**src/rtl/sha256_job_arbiter_pkg.sv**
```systemverilog
// ---------------------------------------------------------------------------
// sha256_pkg
//   Shared definitions for the sha256 job arbiter:
//   - arb_state_e : arbiter FSM states
//   - SHA_ADDR_W_DEFAULT  : default word-address width of the hash core ports
//   - SHA_TIMEOUT_DEFAULT : default watchdog limit for one job, in cycles
// ---------------------------------------------------------------------------
package sha256_pkg;

   typedef enum logic [2:0] {
      ST_IDLE,
      ST_LAUNCH,
      ST_WAIT_LOW,
      ST_WAIT_HIGH,
      ST_RETIRE
   } arb_state_e;

   localparam int SHA_ADDR_W_DEFAULT  = 16;
   localparam int SHA_TIMEOUT_DEFAULT = 4096;

endpackage

```
**src/rtl/sha256_job_arbiter_if.sv**
```systemverilog
// ---------------------------------------------------------------------------
// sha256_job_arbiter_if
//   Bundles the requester-side and core-side signals of the arbiter.
//   Requester side : req, req_msg_addr, req_out_addr (in), grant, job_done,
//                    job_err, busy (out)
//   Core side      : core_start, core_message_addr, core_output_addr (out),
//                    core_done (in, level, high while the core is idle)
//   Modports:
//   - slave  : the arbiter's view
//   - master : the environment's view (requesters plus hash core)
//   Per-requester address slice r lives at bits [r*ADDR_W +: ADDR_W].
// ---------------------------------------------------------------------------
interface sha256_job_arbiter_if
   import sha256_pkg::*;
#(
   parameter int NUM_REQ = 4,
   parameter int ADDR_W  = SHA_ADDR_W_DEFAULT
);

   logic [NUM_REQ-1:0]        req;
   logic [NUM_REQ*ADDR_W-1:0] req_msg_addr;
   logic [NUM_REQ*ADDR_W-1:0] req_out_addr;
   logic [NUM_REQ-1:0]        grant;
   logic [NUM_REQ-1:0]        job_done;
   logic [NUM_REQ-1:0]        job_err;
   logic                      busy;
   logic                      core_start;
   logic [ADDR_W-1:0]         core_message_addr;
   logic [ADDR_W-1:0]         core_output_addr;
   logic                      core_done;

   modport slave (
      input  req, req_msg_addr, req_out_addr, core_done,
      output grant, job_done, job_err, busy,
             core_start, core_message_addr, core_output_addr
   );

   modport master (
      output req, req_msg_addr, req_out_addr, core_done,
      input  grant, job_done, job_err, busy,
             core_start, core_message_addr, core_output_addr
   );

endinterface

```
**src/rtl/sha256_rr_pick.sv**
```systemverilog
// ---------------------------------------------------------------------------
// sha256_rr_pick
//   Combinational round-robin picker. Searches req starting at ptr+1
//   (modulo NUM_REQ) and returns the first asserted requester.
//   Ports:
//   - req    : request vector
//   - ptr    : index of the most recently served requester
//   - winner : one-hot winner (all zero when nothing is requested)
//   - valid  : at least one request is asserted
// ---------------------------------------------------------------------------
module sha256_rr_pick #(
   parameter  int NUM_REQ = 4,
   localparam int PTR_W   = (NUM_REQ > 1) ? $clog2(NUM_REQ) : 1
) (
   input  logic [NUM_REQ-1:0] req,
   input  logic [PTR_W-1:0]   ptr,
   output logic [NUM_REQ-1:0] winner,
   output logic               valid
);

   logic [PTR_W-1:0] idx;

   always_comb begin
      winner = '0;
      valid  = 1'b0;
      idx    = '0;
      // Offset 1 first so the last-served requester has lowest priority.
      for (int k = 1; k <= NUM_REQ; k++) begin
         idx = PTR_W'((int'(ptr) + k) % NUM_REQ);
         if (!valid && req[idx]) begin
            winner[idx] = 1'b1;
            valid       = 1'b1;
         end
      end
   end

endmodule

```
**src/rtl/sha256_job_arbiter.sv**
```systemverilog
// ---------------------------------------------------------------------------
// sha256_job_arbiter
//   Shares one sha256 hash core among NUM_REQ requesters. Picks a requester
//   round-robin, latches its addresses onto the core ports, pulses
//   core_start, follows core_done low then high, and returns a one-cycle
//   job_done (success) or job_err (watchdog expiry) to that requester.
//   Ports:
//   - clk, reset_n : clock, asynchronous active-low reset
//   - bus          : sha256_job_arbiter_if.slave (requester + core signals)
//   - job_count, err_count : saturating statistics, present only when the
//                    SHA_ARB_STATS_EN macro is defined
// ---------------------------------------------------------------------------
module sha256_job_arbiter
   import sha256_pkg::*;
#(
   parameter int NUM_REQ        = 4,
   parameter int TIMEOUT_CYCLES = SHA_TIMEOUT_DEFAULT,
   parameter int ADDR_W         = SHA_ADDR_W_DEFAULT
) (
   input  logic clk,
   input  logic reset_n,
   sha256_job_arbiter_if.slave bus
`ifdef SHA_ARB_STATS_EN
   ,
   output logic [31:0] job_count,
   output logic [15:0] err_count
`endif
);

   localparam int PTR_W = (NUM_REQ > 1) ? $clog2(NUM_REQ) : 1;
   localparam int WD_W  = $clog2(TIMEOUT_CYCLES);
   localparam logic [WD_W-1:0]  WD_LAST = WD_W'(TIMEOUT_CYCLES - 1);
   localparam logic [PTR_W-1:0] PTR_RST = PTR_W'(NUM_REQ - 1);

   arb_state_e         state_q, state_d;
   logic [NUM_REQ-1:0] grant_q, grant_d;
   logic [NUM_REQ-1:0] job_done_q, job_done_d;
   logic [NUM_REQ-1:0] job_err_q, job_err_d;
   logic               core_start_q, core_start_d;
   logic [ADDR_W-1:0]  msg_addr_q, msg_addr_d;
   logic [ADDR_W-1:0]  out_addr_q, out_addr_d;
   logic [PTR_W-1:0]   ptr_q, ptr_d;
   logic [PTR_W-1:0]   win_q, win_d;
   logic [WD_W-1:0]    wd_q, wd_d;

   logic [NUM_REQ-1:0] pick_oh;
   logic               pick_valid;
   logic [PTR_W-1:0]   pick_idx;
   logic [ADDR_W-1:0]  msg_arr [NUM_REQ];
   logic [ADDR_W-1:0]  out_arr [NUM_REQ];

   for (genvar gi = 0; gi < NUM_REQ; gi++) begin : g_unpack
      assign msg_arr[gi] = bus.req_msg_addr[gi*ADDR_W +: ADDR_W];
      assign out_arr[gi] = bus.req_out_addr[gi*ADDR_W +: ADDR_W];
   end

   sha256_rr_pick #(.NUM_REQ(NUM_REQ)) u_pick (
      .req    (bus.req),
      .ptr    (ptr_q),
      .winner (pick_oh),
      .valid  (pick_valid)
   );

   always_comb begin
      pick_idx = '0;
      for (int i = 0; i < NUM_REQ; i++) begin
         if (pick_oh[i]) pick_idx = PTR_W'(i);
      end
   end

   always_comb begin
      state_d      = state_q;
      grant_d      = grant_q;
      job_done_d   = '0;
      job_err_d    = '0;
      core_start_d = 1'b0;
      msg_addr_d   = msg_addr_q;
      out_addr_d   = out_addr_q;
      ptr_d        = ptr_q;
      win_d        = win_q;
      wd_d         = wd_q;
      case (state_q)
         ST_IDLE: begin
            // A low core_done here means someone else is driving the core.
            if (pick_valid && bus.core_done) begin
               grant_d      = pick_oh;
               win_d        = pick_idx;
               msg_addr_d   = msg_arr[pick_idx];
               out_addr_d   = out_arr[pick_idx];
               core_start_d = 1'b1;
               state_d      = ST_LAUNCH;
            end
         end
         ST_LAUNCH: begin
            wd_d    = '0;
            state_d = ST_WAIT_LOW;
         end
         ST_WAIT_LOW, ST_WAIT_HIGH: begin
            wd_d = wd_q + 1'b1;
            // Completion is checked before expiry so a simultaneous
            // done-rise and timeout retires as a success.
            if (state_q == ST_WAIT_HIGH && bus.core_done) begin
               grant_d    = '0;
               job_done_d = grant_q;
               ptr_d      = win_q;
               state_d    = ST_RETIRE;
            end else if (wd_q == WD_LAST) begin
               grant_d   = '0;
               job_err_d = grant_q;
               ptr_d     = win_q;
               state_d   = ST_IDLE;
            end else if (state_q == ST_WAIT_LOW && !bus.core_done) begin
               state_d = ST_WAIT_HIGH;
            end
         end
         ST_RETIRE: state_d = ST_IDLE;
         default:   state_d = ST_IDLE;
      endcase
   end

   always_ff @(posedge clk or negedge reset_n) begin
      if (!reset_n) begin
         state_q      <= ST_IDLE;
         grant_q      <= '0;
         job_done_q   <= '0;
         job_err_q    <= '0;
         core_start_q <= 1'b0;
         msg_addr_q   <= '0;
         out_addr_q   <= '0;
         ptr_q        <= PTR_RST;
         win_q        <= '0;
         wd_q         <= '0;
      end else begin
         state_q      <= state_d;
         grant_q      <= grant_d;
         job_done_q   <= job_done_d;
         job_err_q    <= job_err_d;
         core_start_q <= core_start_d;
         msg_addr_q   <= msg_addr_d;
         out_addr_q   <= out_addr_d;
         ptr_q        <= ptr_d;
         win_q        <= win_d;
         wd_q         <= wd_d;
      end
   end

   assign bus.grant             = grant_q;
   assign bus.job_done          = job_done_q;
   assign bus.job_err           = job_err_q;
   assign bus.busy              = (state_q != ST_IDLE);
   assign bus.core_start        = core_start_q;
   assign bus.core_message_addr = msg_addr_q;
   assign bus.core_output_addr  = out_addr_q;

`ifdef SHA_ARB_STATS_EN
   logic [31:0] job_count_q, job_count_d;
   logic [15:0] err_count_q, err_count_d;

   always_comb begin
      job_count_d = job_count_q;
      err_count_d = err_count_q;
      if ((|job_done_q) && (job_count_q != '1)) job_count_d = job_count_q + 32'd1;
      if ((|job_err_q) && (err_count_q != '1))  err_count_d = err_count_q + 16'd1;
   end

   always_ff @(posedge clk or negedge reset_n) begin
      if (!reset_n) begin
         job_count_q <= '0;
         err_count_q <= '0;
      end else begin
         job_count_q <= job_count_d;
         err_count_q <= err_count_d;
      end
   end

   assign job_count = job_count_q;
   assign err_count = err_count_q;
`endif

endmodule

```
**src/flat_wrapper.sv**
```systemverilog
// flat-port wrapper written by rule: the top's interface ports become plain ports
module sha256_job_arbiter_flat import sha256_pkg::*;
#(
   parameter int NUM_REQ        = 4,
   parameter int TIMEOUT_CYCLES = SHA_TIMEOUT_DEFAULT,
   parameter int ADDR_W         = SHA_ADDR_W_DEFAULT
)
  (clk, reset_n, bus_req, bus_req_msg_addr, bus_req_out_addr, bus_core_done, bus_grant, bus_job_done, bus_job_err, bus_busy, bus_core_start, bus_core_message_addr, bus_core_output_addr);
  sha256_job_arbiter_if #(.NUM_REQ(NUM_REQ), .ADDR_W(ADDR_W)) bus_i ();
  input  logic clk;
  input  logic reset_n;
  input wire logic [$bits(bus_i.req)-1:0] bus_req;
  input wire logic [$bits(bus_i.req_msg_addr)-1:0] bus_req_msg_addr;
  input wire logic [$bits(bus_i.req_out_addr)-1:0] bus_req_out_addr;
  input wire logic [$bits(bus_i.core_done)-1:0] bus_core_done;
  output wire logic [$bits(bus_i.grant)-1:0] bus_grant;
  output wire logic [$bits(bus_i.job_done)-1:0] bus_job_done;
  output wire logic [$bits(bus_i.job_err)-1:0] bus_job_err;
  output wire logic [$bits(bus_i.busy)-1:0] bus_busy;
  output wire logic [$bits(bus_i.core_start)-1:0] bus_core_start;
  output wire logic [$bits(bus_i.core_message_addr)-1:0] bus_core_message_addr;
  output wire logic [$bits(bus_i.core_output_addr)-1:0] bus_core_output_addr;
  assign bus_i.req = bus_req;
  assign bus_i.req_msg_addr = bus_req_msg_addr;
  assign bus_i.req_out_addr = bus_req_out_addr;
  assign bus_i.core_done = bus_core_done;
  assign bus_grant = bus_i.grant;
  assign bus_job_done = bus_i.job_done;
  assign bus_job_err = bus_i.job_err;
  assign bus_busy = bus_i.busy;
  assign bus_core_start = bus_i.core_start;
  assign bus_core_message_addr = bus_i.core_message_addr;
  assign bus_core_output_addr = bus_i.core_output_addr;
  sha256_job_arbiter #(.NUM_REQ(NUM_REQ), .TIMEOUT_CYCLES(TIMEOUT_CYCLES), .ADDR_W(ADDR_W)) u_core (.clk(clk), .reset_n(reset_n), .bus(bus_i));
endmodule
```
**config.mk**
```make
export PLATFORM = sky130hd
export DESIGN_NAME = sha256_job_arbiter_flat
export DESIGN_NICKNAME = d
export VERILOG_FILES = /design/src/rtl/sha256_job_arbiter_pkg.sv /design/src/rtl/sha256_job_arbiter_if.sv /design/src/rtl/sha256_rr_pick.sv /design/src/rtl/sha256_job_arbiter.sv /design/src/flat_wrapper.sv
export SDC_FILE = /design/constraint.sdc
export NUM_CORES = 1
export LEC_CHECK = 0
export BUFFER_PORTS_ARGS = -buffer_cell sky130_fd_sc_hd__buf_2
export CAP_MARGIN = 20
export CORE_MARGIN = 2
export CORE_UTILIZATION = 41
export CTS_BUF_LIST = sky130_fd_sc_hd__clkbuf_4 sky130_fd_sc_hd__clkbuf_8
export CTS_CLUSTER_DIAMETER = 200
export CTS_CLUSTER_SIZE = 24
export DETAILED_ROUTE_END_ITERATION = 6
export PLACE_DENSITY = 0.78
export SETUP_SLACK_MARGIN = 0.1
export SKIP_CTS_REPAIR_TIMING = 1
export SYNTH_ARGS = -nofsm -noshare
export SYNTH_HDL_FRONTEND = slang
export SYNTH_HIERARCHICAL = 1
export SYNTH_SLANG_ARGS = --single-unit
```
**constraint.sdc**
```tcl
create_clock -name clk -period 8.1 [get_ports clk]
set_clock_uncertainty 0.2 [all_clocks]
set_input_delay 0.405 -clock clk [delete_from_list [all_inputs] [get_ports clk]]
set_output_delay 0.405 -clock clk [all_outputs]
set_load 0.03 [all_outputs]
```
==> impl_results.md <==
* Outcome: finished clean
* H-tree Lvls at 3
* DR pass1 iterations at 6
* RR Startpoint: u_core/ptr_q[0]
* Inserted Clock Buffers at 9
* # diodes at 0
* Met1 usage at 23.6%
* Die ar. at 10200 um2
* # clock sinks at 64
* Min-delay worst type: in2async
* Met2 Usage GRT at 33.0%
* I/O Buffers at 180
* Reg power frac at 32.8%
* Req. time, crit path at 8.08 ns
* Die Y at 101 um
* Tmin final at 4.06 ns
* Iter 0 DRT Violations at 115
* Routability cong. at 0.833
* Worst R2R Path Depth at 10
* Clk root buf: clkbuf_8
* Share of layout cells above drive strength 1 at 35.5%
* Synth unique cells at 40
* CTS tree: yes
* Synth Net Count at 566
* Final Max Slew Viols at 0
* Initial antenna violation count at 0
* Vias in the first global route at 3493
* Max FO, Critical Path at 34
* Cells after Synth at 422
* DIE WIDTH at 101 um
* Top Ports at 181
* Power Internal at 0.858 mW
* Ys flop type: dfrtp_1
* WL final at 10000 um
* Startpoint types: register
* Placed cell areas at 4800 um2
* Synthesized area at 3870 um2
* Layer with the highest usage: met2
* Tot GR Track Use at 19.4%
* Type of the worst setup path: reg2reg
* Sw frac at 43.6%
* Total negative slack at 0 ns
* GR Overflow Total at 0
* Hpwl dp at 7430 um
* Least-Margin Pin Slew at 1.12 ns
* Psw at 0.663 mW
* Setup Viol. Count Final at 0
* Slack of the worst reg-to-reg path at 4.04 ns
* DRC Markers at 0
* EDFF count, synth at 0
* RR Endpoint: u_core/bus.core_message_addr[13]
* Area grow syn2layout at 30.4%
* Final cycle utilization of the critical path at 50.1%
* Clock Power Share at 20.2%
* CTS Buffer Depth at 2
* Final nets at 734
* Most frequent cells in the layout: buf_2, nand2_1, mux2i_1
* Core footprint at 9200 um2
* # rows at 35
* Sequential share of the synthesized area at 41.4%
* Commonest non-fill, non-tap cell in the layout: buf_2
* Reg clk slew, reported paths at 0.07 ns
* VDD IR max at 0.118 mV
* Fin. Hold Viols at 0
* Post-DRT Antenna Nets at 0
* Synth warn at 6
* Drt wl/cell at 14.2 um
* Seq cells post-synth at 64
* FFs w/ async S/R, synth at 100%
* Worst Setup SP: u_core/ptr_q[0]
* Max Cap Viol at 0
* Comb pwr share at 47.0%
* Highest Clock Rate at 246 MHz
* First-pass GRT wire length at 15800 um
* Vias post-DR at 3685
* RSZ-0062 raised after global routing: no
* Avg Cell Area, Syn at 9.17 um2
* CP endpoint kind: register
* Power per cell area at 301 nW/um2
* Via/cell ratio at 5.22
* LEAKAGE at 2.56 nW
* Critical Path AT at 4.04 ns
* Clock Latency Late Sink at 0.34 ns
* Design area at 5050 um2
* M3 GR Usage at 3.93%
* Initial Utilization at 42.1%
* Slew HR at 25.2%
* Largest net degree at the start of global routing at 75
## cell type report
class | count | area [um2]
clock inverter | 5 | 80.1
tap | 111 | 139
inverter | 10 | 37.5
sequential | 64 | 1600
timing repair buffer | 183 | 936
fill | 850 | 4150
multi-input combinational | 322 | 2100
clock buffer | 11 | 145
## synthesized netlist by cell type (2+ instances only)
| cell | n | share of area [%] |
|---|---|---|
| a31oi_1 | 3 | 0.49 |
| nand2b_1 | 3 | 0.49 |
| o21ai_1 | 2 | 0.26 |
| o31ai_1 | 3 | 0.58 |
| mux2i_1 | 77 | 20 |
| ha_1 | 9 | 2.9 |
| a221o_1 | 4 | 1.0 |
| nor3_1 | 2 | 0.26 |
| nand3_1 | 10 | 1.3 |
| buf_4 | 4 | 0.78 |
| a21oi_1 | 6 | 0.78 |
| and4_1 | 4 | 0.91 |
| nor2_1 | 5 | 0.49 |
| nand4_1 | 4 | 0.65 |
| dfstp_2 | 2 | 1.4 |
| clkbuf_1 | 11 | 1.1 |
| dfrtp_1 | 62 | 40 |
| and2_1 | 9 | 1.5 |
| nand2_1 | 92 | 8.9 |
| mux2_2 | 2 | 0.58 |
| o21ai_0 | 72 | 9.3 |
| inv_1 | 9 | 0.87 |
| buf_2 | 10 | 1.3 |
## worst max-delay path, stage by stage (launching register included)
cell,delay (ns)
dfstp_2,0.63
inv_1,0.19
ha_1,0.43
mux2i_1,0.26
o2111ai_1,0.13
o21ai_0,0.39
a221o_2,1.00
mux2i_1,0.33
o21ai_0,0.10
mux2i_1,0.12
o21ai_0,0.09
## through the flow
stage / hold WS (ns) / util, % / worst slack [ns] / power, mW / instances
3_3_place_gp: 0.256 / 52.2 / 4.27 / 1.20 / 689
3_5_place_dp: 0.258 / 52.2 / 3.99 / 1.22 / 689
2_1_floorplan: -0.0906 / - / 5.02 / 1.01 / 422
4_1_cts: 0.0705 / 54.7 / 4.01 / 1.53 / 705
6_report: 0.0432 / 54.9 / 4.04 / 1.52 / 706
5_1_grt: 0.101 / 54.9 / 3.80 / 1.63 / 706
## state kept, by name, summed over array words and instances, names as in the netlist
register	count
u_core/bus.core_output_addr	16
u_core/win_q	2
u_core/bus.grant	4
u_core/wd_q	12
u_core/bus.core_message_addr	16
u_core/ptr_q	2
u_core/bus.job_done	4
u_core/state_q	3
u_core/bus.core_start	1
u_core/bus.job_err	4
## how the worst max path moves through the flow
stage | end | slack, ns
after detailed placement | u_core/bus.core_message_addr[13] | 3.99
after global routing | u_core/bus.core_output_addr[2] | 3.80
after floorplan | u_core/bus.core_message_addr[3] | 5.02
final | u_core/bus.core_message_addr[13] | 4.04
after global placement | u_core/bus.core_message_addr[13] | 4.27
after CTS | u_core/bus.core_message_addr[13] | 4.01
## cells by family after synthesis
logic type / synth area share (%)
AND/OR/NAND/NOR: 16.1
AO/OA/AOI/OAI: 14.0
flip-flops: 41.4
buffers and inverters: 4.40
multiplexers: 21.2
adder cells (fa/ha/maj): 2.91
## power groups by stage
stage / clock network (mW) / logic (mW) / registers [mW]
global route: 0.330 / 0.786 / 0.515
detailed placement: 0 / 0.718 / 0.501
CTS: 0.314 / 0.716 / 0.499
floorplan: 0 / 0.360 / 0.651
finish: 0.307 / 0.714 / 0.499
global placement: 0 / 0.697 / 0.500
## per-layer routing
layer,part of all wire (%),wire [um]
met1,41,4150
met2,50,5040
met3,5.6,563
met4,2.6,265
met5,0,0
No activity file was read; power rests on OpenSTA's default activity.
